## src/rtl/dec_arb_pkg.sv

```systemverilog
// Shared types and helpers for the four-requester round-robin arbiter.
package dec_arb_pkg;

   localparam int NUM_REQ = 4;
   localparam int IDX_W   = 2;

   typedef enum logic [0:0] {
      IDLE  = 1'b0,
      GRANT = 1'b1
   } arb_state_t;

   typedef struct packed {
      logic             found;
      logic [IDX_W-1:0] idx;
   } winner_t;

   // Rotating priority search: the first set bit of req starting at
   // start_idx and wrapping 3->0. The loop runs from lowest to highest
   // priority so that the last hit (k=0) is the one that sticks.
   function automatic winner_t next_winner(input logic [NUM_REQ-1:0] req,
                                           input logic [IDX_W-1:0]   start_idx);
      winner_t          res;
      logic [IDX_W-1:0] pos;
      res.found = 1'b0;
      res.idx   = '0;
      for (int k = NUM_REQ - 1; k >= 0; k--) begin
         pos = start_idx + IDX_W'(k);
         if (req[pos]) begin
            res.found = 1'b1;
            res.idx   = pos;
         end
      end
      return res;
   endfunction

endpackage

```

## src/rtl/dec2to4_onehot.sv

```systemverilog
// 2:4 one-hot decoder with enable; output is all-zero when en is low.
module dec2to4_onehot
   import dec_arb_pkg::*;
(
   input  logic               en,
   input  logic [IDX_W-1:0]   idx,
   output logic [NUM_REQ-1:0] y
);

   // One output bit per decoded value.
   for (genvar gi = 0; gi < NUM_REQ; gi++) begin : g_dec
      assign y[gi] = en & (idx == IDX_W'(gi));
   end

endmodule

```

## src/rtl/dec_rr_arbiter4.sv

```systemverilog
// Four-requester round-robin arbiter with registered winner index.
// The grant vector is the 2:4 decode of the winner index gated by
// gnt_valid, so it is one-hot or zero by construction.
// Optional build macro ARB_TIMEOUT_EN: forces a release after MAX_HOLD
// consecutive grant cycles and pulses timeout_pulse on that edge.
module dec_rr_arbiter4
   import dec_arb_pkg::*;
#(
   parameter int MAX_HOLD = 8,
   parameter int CNT_W    = 8
)(
   input  logic               clk,
   input  logic               rst,
   input  logic [NUM_REQ-1:0] req,
   output logic [NUM_REQ-1:0] gnt,
   output logic [IDX_W-1:0]   gnt_idx,
   output logic               gnt_valid,
   output logic               timeout_pulse
);

   // Elaboration-time sanity window on the parameters; an illegal
   // combination leaves a named empty scope that is easy to spot.
   if (MAX_HOLD < 2 || MAX_HOLD > 255 || (64'(1) << CNT_W) <= 64'(MAX_HOLD)) begin : g_bad_cfg
   end

   arb_state_t       state_reg,    state_next;
   logic [IDX_W-1:0] idx_reg,      idx_next;
   logic             valid_reg,    valid_next;
   logic [IDX_W-1:0] last_idx_reg, last_idx_next;
   logic [IDX_W-1:0] search_start;
   winner_t          win;

`ifdef ARB_TIMEOUT_EN
   logic [CNT_W-1:0] hold_cnt_reg, hold_cnt_next;
   logic             timeout_reg,  timeout_next;
`endif

   // In IDLE the rotation starts after the last released winner; in GRANT
   // it starts after the current winner, which makes the current winner
   // the lowest-priority candidate (used on forced release).
   assign search_start = (state_reg == GRANT) ? (idx_reg + IDX_W'(1))
                                              : (last_idx_reg + IDX_W'(1));
   assign win = next_winner(req, search_start);

   // Next-state and next-output logic.
   always_comb begin
      state_next    = state_reg;
      idx_next      = idx_reg;
      valid_next    = valid_reg;
      last_idx_next = last_idx_reg;
`ifdef ARB_TIMEOUT_EN
      hold_cnt_next = hold_cnt_reg;
      timeout_next  = 1'b0;
`endif
      case (state_reg)
         IDLE: begin
            if (win.found) begin
               state_next = GRANT;
               idx_next   = win.idx;
               valid_next = 1'b1;
`ifdef ARB_TIMEOUT_EN
               hold_cnt_next = '0;
`endif
            end
         end
         GRANT: begin
            if (!req[idx_reg]) begin
               // Voluntary release: the winner's own bit is low, so it
               // cannot be picked again by the search.
               last_idx_next = idx_reg;
`ifdef ARB_TIMEOUT_EN
               hold_cnt_next = '0;
`endif
               if (win.found) begin
                  idx_next = win.idx;
               end else begin
                  state_next = IDLE;
                  valid_next = 1'b0;
               end
            end
`ifdef ARB_TIMEOUT_EN
            else if (hold_cnt_reg == CNT_W'(MAX_HOLD - 1)) begin
               // Forced release: the winner is still requesting, so the
               // search always finds someone (possibly the same client).
               last_idx_next = idx_reg;
               hold_cnt_next = '0;
               timeout_next  = 1'b1;
               idx_next      = win.idx;
            end else begin
               hold_cnt_next = hold_cnt_reg + CNT_W'(1);
            end
`endif
         end
         default: begin
            state_next = IDLE;
            valid_next = 1'b0;
         end
      endcase
   end

   // State and output registers.
   always_ff @(posedge clk) begin
      if (rst) begin
         state_reg    <= IDLE;
         idx_reg      <= '0;
         valid_reg    <= 1'b0;
         last_idx_reg <= IDX_W'(NUM_REQ - 1);
`ifdef ARB_TIMEOUT_EN
         hold_cnt_reg <= '0;
         timeout_reg  <= 1'b0;
`endif
      end else begin
         state_reg    <= state_next;
         idx_reg      <= idx_next;
         valid_reg    <= valid_next;
         last_idx_reg <= last_idx_next;
`ifdef ARB_TIMEOUT_EN
         hold_cnt_reg <= hold_cnt_next;
         timeout_reg  <= timeout_next;
`endif
      end
   end

`ifdef ARB_TIMEOUT_EN
   assign timeout_pulse = timeout_reg;
`else
   assign timeout_pulse = 1'b0;
`endif

   assign gnt_idx   = idx_reg;
   assign gnt_valid = valid_reg;

   dec2to4_onehot u_dec (
      .en  (valid_reg),
      .idx (idx_reg),
      .y   (gnt)
   );

endmodule

```

## config.mk

```make
export PLATFORM = sky130hd
export DESIGN_NAME = dec_rr_arbiter4
export DESIGN_NICKNAME = d
export VERILOG_FILES = /design/src/rtl/dec_arb_pkg.sv /design/src/rtl/dec2to4_onehot.sv /design/src/rtl/dec_rr_arbiter4.sv
export SDC_FILE = /design/constraint.sdc
export NUM_CORES = 1
export LEC_CHECK = 0
export CAP_MARGIN = 30
export CORE_AREA = 3 3 40 42
export DETAILED_ROUTE_END_ITERATION = 12
export DIE_AREA = 0 0 43 45
export PLACE_DENSITY_LB_ADDON = 0.05
export SLEW_MARGIN = 20
export SYNTH_ARGS = -nofsm -noshare
export SYNTH_HDL_FRONTEND = slang
export SYNTH_SLANG_ARGS = --single-unit
```

## constraint.sdc

```tcl
create_clock -name clk -period 4.1 [get_ports clk]
set_input_delay 0.41 -clock clk [delete_from_list [all_inputs] [get_ports clk]]
set_output_delay 0.41 -clock clk [all_outputs]
set_load 0.01 [all_outputs]
```

==> impl_metrics.csv, run 1 <==
group,metric,value,unit
run_status,outcome,"completed",
place,gp_routability_congestion,0.769,
synth,synth_seq_cells,6,
critical_path,cp_data_arrival_time,1.47,ns
sta,setup_tns,0,ns
synth,synth_edf_count,0,
global_route,grt_pass1_vias,360,
sta,fin_crit_sh,45.9,%
cts,clk_pin_slew_worst_paths,0.04,ns
synth,avgSynthCellArea,8.44,um^2
cts,htreeDepth,1,
power_and_ir_drop,max-vdd-ir-drop,0.147,mV
flow_run,maxCapViolations,0,
global_route,gr-usage-met1,11.3,%
global_route,grt_max_degree,9,
synth,synth_area_leaders,"dfxtp_1 (30%), nor2_1 (10%), mux2_2 (5.7%)",
synth,ys_seq_area_share,30.3,%
cts,cts-resized-gates,0,
routing,drc,0,
min_path,hp-start,"last_idx_reg[1]$_SDFFE_PP1P_",
synth,synth_ff_type,"dfxtp_1",
cells_and_area,area_growth,38.8,%
floorplan,rows,13,
sta,finalSetupViolCount,0,
synth,yosys.area.top_type,"dfxtp_1",
routing,drtAntennaViolNets,0,
routing,vias,389,
critical_path,worstPathMaxFanout,8,
floorplan,die_w,43,um
min_path,hold_class,"flip-flop to flip-flop",
cells_and_area,n_antenna_cell,0,
sta,skew,0.00687,ns
cts,clk_latency,0.25,ns
critical_path,r2r-start,"gnt_idx[0]$_SDFFE_PP0P_",
floorplan,start_util,30.9,%
cts,cts_max_path_buffers,2,
sta,final-hold-violation-count,0,
routing,post_drt_wl_per_cell,11.6,um
sta,rsz0062_at_grt,"no",
min_path,hold_path_end,"last_idx_reg[1]$_SDFFE_PP1P_",
power_and_ir_drop,leakagePower,0.000221,uW
power_and_ir_drop,p_per_area,349,nW/um^2
floorplan,pin_count,14,
floorplan,die_y,45,um
cts,cts_inserted_buffers,3,
global_route,grt_pass1_wl,1.48,mm
cts,clock-sinks,6,
cts,cts_setup_buffers,0,
power_and_ir_drop,power,192,uW
sta,min_period,1.88,ns
global_route,grt-ovfl-total,0,
global_route,grtUsageMet2,17.1,%
critical_path,startpoint_type,"flip-flop",
synth,ys_warn_count,0,
global_route,global_route.peak_usage_layer,"met2",
floorplan,fp.dieArea,1940,um^2
cells_and_area,drive_gt1_share,16.4,%
critical_path,crit_type,"flip-flop to output pin",
critical_path,r2r_slack,2.46,ns
floorplan,core,1280,um^2
cts,cts-root-buf,"clkbuf_4",
critical_path,cp-end-kind,"output pin",
critical_path,r2r_cells,4,
synth,syn_inst,47,
cts,cts_tree,"built",
cts,postCtsHoldBufs,0,
cells_and_area,num-nets-final,69,
place,dp_hpwl,715,um
sta,max_slew.worst_pin.slew,0.758,ns
synth,synth_top_area_share,30.3,%
synth,netlist-cell-type-count,23,
routing,viasPerCell,5.12,
routing,first_pass_iters,4,
place,io_buffers,12,
synth,synth_fp_nets,53,
global_route,grtUsageMet3,3.98,%
synth,syn_area,397,um^2
routing,wirelength,884,um
critical_path,cp.required,3.69,ns
critical_path,r2r_end,"gnt_idx[1]$_SDFFE_PP0P_",
global_route,grt_use_total,10.7,%
sta,clock.fmax,532,MHz
synth,async_flop_share,0,%
sta,slew_headroom,49.0,%
sta,slew_viol_final,0,
min_path,min_path_cells,1,
global_route,antenna_found_initial,0,
routing,dr.first_iter.drc_count,6,
## through the flow
| stage | area [um^2] | util (%) | instances | worst slack [ns] | hold WS (ns) |
|---|---|---|---|---|---|
| finish | 551 | 42.8 | 76 | 2.22 | 0.464 |
| global route | 551 | 42.8 | 76 | 2.11 | 0.486 |
| detailed placement | 528 | 41.1 | 73 | 2.04 | 0.456 |
| floorplan | 397 | - | 47 | 2.51 | 0.431 |
| global placement | 528 | 41.1 | 73 | 2.07 | 0.449 |
| CTS | 551 | 42.8 | 76 | 2.19 | 0.468 |
## layer usage
metal / vias to the layer above / wire, um
met4: 0 / 26
li1: 196 / -
met1: 170 / 389
met3: 4 / 74
met2: 19 / 394
met5: - / 0
## critical path: stages (launching register included)
cell,delay (ns)
dfxtp_1,0.47
inv_1,0.12
nor2_1,0.11
clkdlybuf4s50_1,0.53
## cell type report
| class | instances | area [um^2] |
|---|---|---|
| clock buffers | 3 | 22.5 |
| fillers | 136 | 734 |
| inverters | 2 | 7.51 |
| multi-input cells | 38 | 262 |
| flip-flops and latches | 6 | 120 |
| well taps | 15 | 18.8 |
| repair buffers | 12 | 120 |
## cells in the final DEF, fill, tap and decap left out
| cell type | instances |
|---|---|
| conb_1 | 1 |
| inv_1 | 2 |
| a211o_1 | 2 |
| nand2b_4 | 1 |
| o21ai_0 | 1 |
| nand3b_1 | 1 |
| mux2_2 | 2 |
| and2_4 | 1 |
| nor2b_1 | 2 |
| nor4_2 | 1 |
| nand2_1 | 2 |
| dfxtp_1 | 6 |
| nor4_1 | 1 |
| clkbuf_4 | 3 |
| nor3_1 | 2 |
| a211oi_1 | 1 |
| nor2_1 | 11 |
| a21oi_1 | 2 |
| nor3b_1 | 1 |
| clkdlybuf4s50_1 | 12 |
| mux4_2 | 1 |
| mux2i_1 | 1 |
| and3_1 | 3 |
| o41ai_2 | 1 |
## worst max-delay path by stage
stage	slack, ns	from	endpoint	depth (start not counted)
6_report	2.22	gnt_idx[1]$_SDFFE_PP0P_	gnt[3]	3
5_1_grt	2.11	gnt_idx[1]$_SDFFE_PP0P_	gnt[3]	3
4_1_cts	2.19	gnt_idx[1]$_SDFFE_PP0P_	gnt[3]	3
3_5_place_dp	2.04	req[2]	gnt_idx[0]$_SDFFE_PP0P_	5
3_3_place_gp	2.07	req[2]	gnt_idx[0]$_SDFFE_PP0P_	5
2_1_floorplan	2.51	gnt_idx[0]$_SDFFE_PP0P_	gnt_idx[0]$_SDFFE_PP0P_	4
## kinds of logic after synthesis
| group | synth area share (%) |
|---|---|
| compound gates | 14.2 |
| buf+inv | 3.79 |
| flops | 30.3 |
| mux | 13.9 |
| other cells | 0.945 |
| simple gates | 36.9 |
## Yosys cell counts (all sizes together) (2+ instances only)
cell type / n
nor2b: 2
nand2: 2
nor2: 11
nor3: 2
dfxtp: 6
nor4: 2
and3: 3
a21oi: 2
mux2: 2
inv: 2
a211o: 2
## power by group
group          switching, uW  internal, uW
clock                   21.6          33.1
combinational           26.2          36.7
sequential              9.18          65.4
No activity file was read; power rests on OpenSTA's default activity.
==> run 2, diff against run 1 <==
clock period = 1.88 ns   (was 4.1 ns; I/O delays follow)
==> run 2 against run 1 <==
Cell count up 7.9%; first-iteration DRC count decreased by 17%; clock skew decreased by 0.0015 ns; clock power is 130% higher; design area increased by 8.2%; sequential power grew 120%; combinational power is 140% higher; total power is 130% higher; die area unchanged; count of clock-buffer cells in the layout did not move; core utilization grew 3.5 points; global-route usage grew 1.5 points; critical path type is now flip-flop to flip-flop; highest routed layer is now met3.
==> impl_metrics.csv, run 2 (same netlist as run 1, synthesis figures left out) <==
group,metric,value,unit
run_status,outcome,"completed",
sta,clock.fmax,592,MHz
cells_and_area,fin_area,596,um^2
cells_and_area,multi_input_area,262,um^2
floorplan,die_w,43,um
global_route,antenna_found_initial,0,
routing,drtAntennaViolNets,0,
place,io_buffers,12,
sta,finalSetupViolCount,0,
cts,cts_inserted_buffers,3,
place,dp_cells,79,
sta,final-hold-violation-count,0,
sta,rsz0062_at_grt,"no",
cells_and_area,layout_commonest_cell,"clkdlybuf4s50_1",
cells_and_area,num-nets-final,75,
sta,slew_viol_final,0,
cts,postCtsHoldBufs,0,
power_and_ir_drop,max-vdd-ir-drop,0.280,mV
place,place_area,573,um^2
cts,htreeDepth,1,
floorplan,pin_count,14,
global_route,grt-ovfl-total,0,
global_route,grt_pass1_wl,1.72,mm
global_route,grt_use_total,12.3,%
floorplan,core,1280,um^2
routing,viasPerCell,4.84,
critical_path,cp_slowest_cell,"mux4_2",
critical_path,startpoint_type,"flip-flop",
global_route,grt_pass1_vias,413,
floorplan,fp.dieArea,1940,um^2
cts,cts-root-buf,"clkbuf_4",
sta,setup_tns,0,ns
floorplan,die_y,45,um
critical_path,crit_type,"flip-flop to flip-flop",
power_and_ir_drop,leakagePower,0.000251,uW
cts,clk_pin_slew_worst_paths,0.05,ns
cells_and_area,layout_common_cells,"clkdlybuf4s50_1 (12), nor2_1 (11), dfxtp_1 (6), buf_4 (6)",
floorplan,start_util,30.9,%
routing,wirelength,1.02,mm
critical_path,worstPathMaxFanout,6,
sta,skew,0.00537,ns
critical_path,cp-end-kind,"flip-flop",
sta,min_period,1.69,ns
place,dp_hpwl,795,um
critical_path,max_stage_delay,0.55,ns
critical_path,cp_cell_sequence,"mux4_2 -> and2_4 -> nor4_2 -> a211oi_1",
min_path,hold_class,"flip-flop to flip-flop",
cells_and_area,final_util,46.3,%
cells_and_area,n_antenna_cell,0,
global_route,grt_max_degree,9,
power_and_ir_drop,power,435,uW
critical_path,cp.required,2.00,ns
cts,cts_max_path_buffers,2,
routing,post_drt_wl_per_cell,12.4,um
cells_and_area,drive_gt1_share,23.9,%
routing,vias,397,
flow_run,maxCapViolations,0,
power_and_ir_drop,p_per_area,731,nW/um^2
routing,dr.first_iter.drc_count,5,
cells_and_area,stdcell_count,82,
place,gp_routability_congestion,0.795,
cells_and_area,area_growth,50.2,%
sta,fin_crit_sh,89.8,%
cts,clk_latency,0.25,ns
routing,drc,0,
critical_path,cp_data_arrival_time,1.81,ns
floorplan,rows,13,
routing,first_pass_iters,3,
cts,clock-sinks,6,
cts,cts_setup_buffers,0,
cells_and_area,seqCellArea,120,um^2
cts,cts_tree,"built",
cts,cts-resized-gates,0,
critical_path,r2r_slack,0.19,ns
cells_and_area,num-fill-cells,130,
run 2: changes by cell type in the layout (fill, tap and decap cells not counted), sizes merged:
| cell | before | now |
|---|---|---|
| buf | 0 | 6 |
run 2: final timing paths:
kind,start,end,depth (start not counted)
setup reg to reg,gnt_idx[0]$_SDFFE_PP0P_,gnt_idx[0]$_SDFFE_PP0P_,4
setup / recovery,gnt_idx[0]$_SDFFE_PP0P_,gnt_idx[0]$_SDFFE_PP0P_,4
hold reg to reg,last_idx_reg[0]$_SDFFE_PP1P_,last_idx_reg[0]$_SDFFE_PP1P_,1
hold / removal,last_idx_reg[0]$_SDFFE_PP1P_,last_idx_reg[0]$_SDFFE_PP1P_,1
run 2: final cells by class:
| class | count | share of cell area (%) |
|---|---|---|
| Sequential cell | 6 | 20.2 |
| Tap cell | 15 | 3.15 |
| Clock buffer | 3 | 3.78 |
| Multi-Input combinational cell | 38 | 43.9 |
| Inverter | 2 | 1.26 |
| Timing Repair Buffer | 18 | 27.7 |
run 2: critical path, delay by kind of cell, from the launching register on:
kind | cells | cell delay, ns
muxes | 1 | 0.55
AOI/OAI and AO/OA | 1 | 0.11
DFF | 1 | 0.46
and+or+nand+nor | 2 | 0.45
run 2: per-stage QoR:
stage	setup slack, ns	hold WS, ns
floorplan	0.287	0.260
global placement	0.153	0.444
detailed placement	0.140	0.459
CTS	0.175	0.466
global route	0.0824	0.478
finish	0.192	0.463
run 2: per-layer routing:
layer | GRT usage [%] | vias to the layer above | wire, um
li1 | - | 209 | -
met5 | 0 | - | 0
met3 | 1.59 | 0 | 54
met2 | 20.7 | 11 | 494
met1 | 14.3 | 177 | 467
met4 | 9.04 | 0 | 0
run 2: power by group:
part           switching [uW]  leakage, uW  total, uW  internal [uW]
logic                    62.8     0.000187        150           87.5
clock network            51.4    0.0000138        124           72.6
registers                18.5    0.0000501        161            142
total                     133     0.000251        435            302
==> RTL edit: new RTL, settings of run 2 <==
Change the package constant `IDX_W` from 2 to 1.
--- a/src/rtl/dec_arb_pkg.sv
+++ b/src/rtl/dec_arb_pkg.sv
@@ -2,7 +2,7 @@
 package dec_arb_pkg;
 
    localparam int NUM_REQ = 4;
-   localparam int IDX_W   = 2;
+   localparam int IDX_W   = 1;
 
    typedef enum logic [0:0] {
       IDLE  = 1'b0,
Ports: changed (resized gnt_idx); port bits go from 14 to 13. No check against the original RTL was run, so the function may have changed too.
==> RTL edit against run 2 <==
- cell area down 46%
- count of clock-buffer cells in the layout unchanged
- combinational power down 63%
- synthesized cell count down 45%
- clock power down 12%
- worst setup slack better by 0.15 ns
- non-clock buffer count down 9
- sequential cell count down 2
- total power down 40%
- routed wire length down 48%
- synthesized area down 46%
- hold slack better by 0.044 ns
- die area unchanged
==> RTL edit: results (changes against run 2) <==
- The run finished with clean final reports.
- The final estimated routing congestion in global placement came to 0.7326 (-7.9%).
- The placement-stage worst setup slack is 0.5692 ns (+0.4295 ns).
- The most used flip-flop cell after synthesis is dfxtp_1.
- The number of optimization iterations in the first detailed-route pass came to 2 (-1).
- In the synthesized netlist, the cells that appear most often are dfxtp_1, buf_4, nor2b_1, nand2b_1, nor2_1.
- The final routed wire length divided by cell count is 10.52 µm (-15%).
- The number of nets in the finished design is 43 (-43%).
- The net count after synthesis is 32 (-40%).
- The maximum number of pins on one net before global-route repair is 7 (-2).
- On the critical path, the stage with the largest delay is an instance of clkdlybuf4s50_1.
- The unique cell type count in the Yosys netlist is 17 (-26%).
- The number of vias after detailed routing is 207 (-48%).
- The cell area after placement is 301.5 µm² (-47%).
- The wire length of the first global-routing pass is 655 µm (-62%).
- The total global-route track usage is 5.412% (-6.8 points).
- The stage delay of the slowest cell on the critical path is 0.54 ns.
- The worst ir drop on vdd is 0.1641 mV (-41%).
- The sum of routed wire length over all layers was 526 µm (-48%).
- The top-area cell type share of the netlist area came to 37.21% (+6.9 points).
- The total half-perimeter wirelength after legalization and detailed placement came to 399.7 µm (-50%).
- The fraction of final layout cells with drive strength greater than 1 is 8.571% (-15 points).
- The total instance count after detailed placement is 47 (-41%).
- The worst clock skew is 0.001698 ns (-0.003669 ns).
- The count of filler cells inserted in the layout is 142 (+9.2%).
- The maximum number of buffers from clock root to sink is 2 (unchanged).
- The clock latency at the later pin of the worst-skew pair was 0.23 ns (-0.02 ns).
- The cell family contributing the most delay on the critical path is buffers and inverters.
- The cell leakage power is 0.1240 nW (-51%).
- The number of antenna violations at the first check in global routing came to 0 (unchanged).
- The worst path arrival time was 1.35 ns (-0.46 ns).
- The part of the Yosys area used for sequential elements is 37.21% (+6.9 points).
- The via count of the first global-routing pass is 156 (-62%).
- The number of antenna cells inserted is 0 (unchanged).
- The number of DRC markers in iteration 0 came to 2 (-3).
==> RTL edit: kinds of logic (layout without fill, tap and decap cells) <==
family                 count (synthesis)  count (layout)  share of synthesized area, %
AO/OA/AOI/OAI                          7               7                         22.68
buffers and inverters                  4              13                         12.21
other                                  1               1                         1.743
AND/OR/NAND/NOR                       10              10                         26.17
flip-flops                             4               4                         37.21
==> RTL edit: layout make-up <==
type	instances	area, µm²	share of cell area [%]
Clock buffer	3	22.52	6.950
Sequential cell	4	80.08	24.71
Timing Repair Buffer	9	90.09	27.80
Tap cell	15	18.77	5.792
Multi-Input combinational cell	18	108.9	33.59
Inverter	1	3.754	1.158
==> RTL edit: final timing paths <==
check | from | to | slack, ns | depth (start not counted)
min | gnt_valid | gnt_valid | 0.51 | 2
max | gnt_idx | gnt[3] | 0.35 | 2
min reg2reg | gnt_valid | gnt_valid | 0.51 | 2
max reg2reg | state_reg | gnt_valid | 1.07 | 2
==> RTL edit: report_power, final <==
group          switching [mW]  internal [mW]  leakage [nW]  total [mW]
clock network          0.0370         0.0715        0.0138       0.109
registers             0.00718         0.0923        0.0333      0.0995
logic                  0.0219         0.0330        0.0768      0.0549
total                  0.0661          0.197         0.124       0.263
==> RTL edit: worst reg2reg max path, delay by kind of cell (launching register included) <==
| family | cells | cell delay, ns |
|---|---|---|
| flops | 1 | 0.39 |
| simple gates | 1 | 0.20 |
| compound gates | 1 | 0.10 |
==> RTL edit: layer usage <==
metal  vias up  routed length (µm)  part of all wire [%]  GRT usage, %
met3         2                  43                   8.2         2.789
met1        95                 228                    43         4.337
li1        103                   -                     -             -
met5         -                   0                     0             0
met4         0                   4                  0.76         9.036
met2         7                 250                    48         7.485
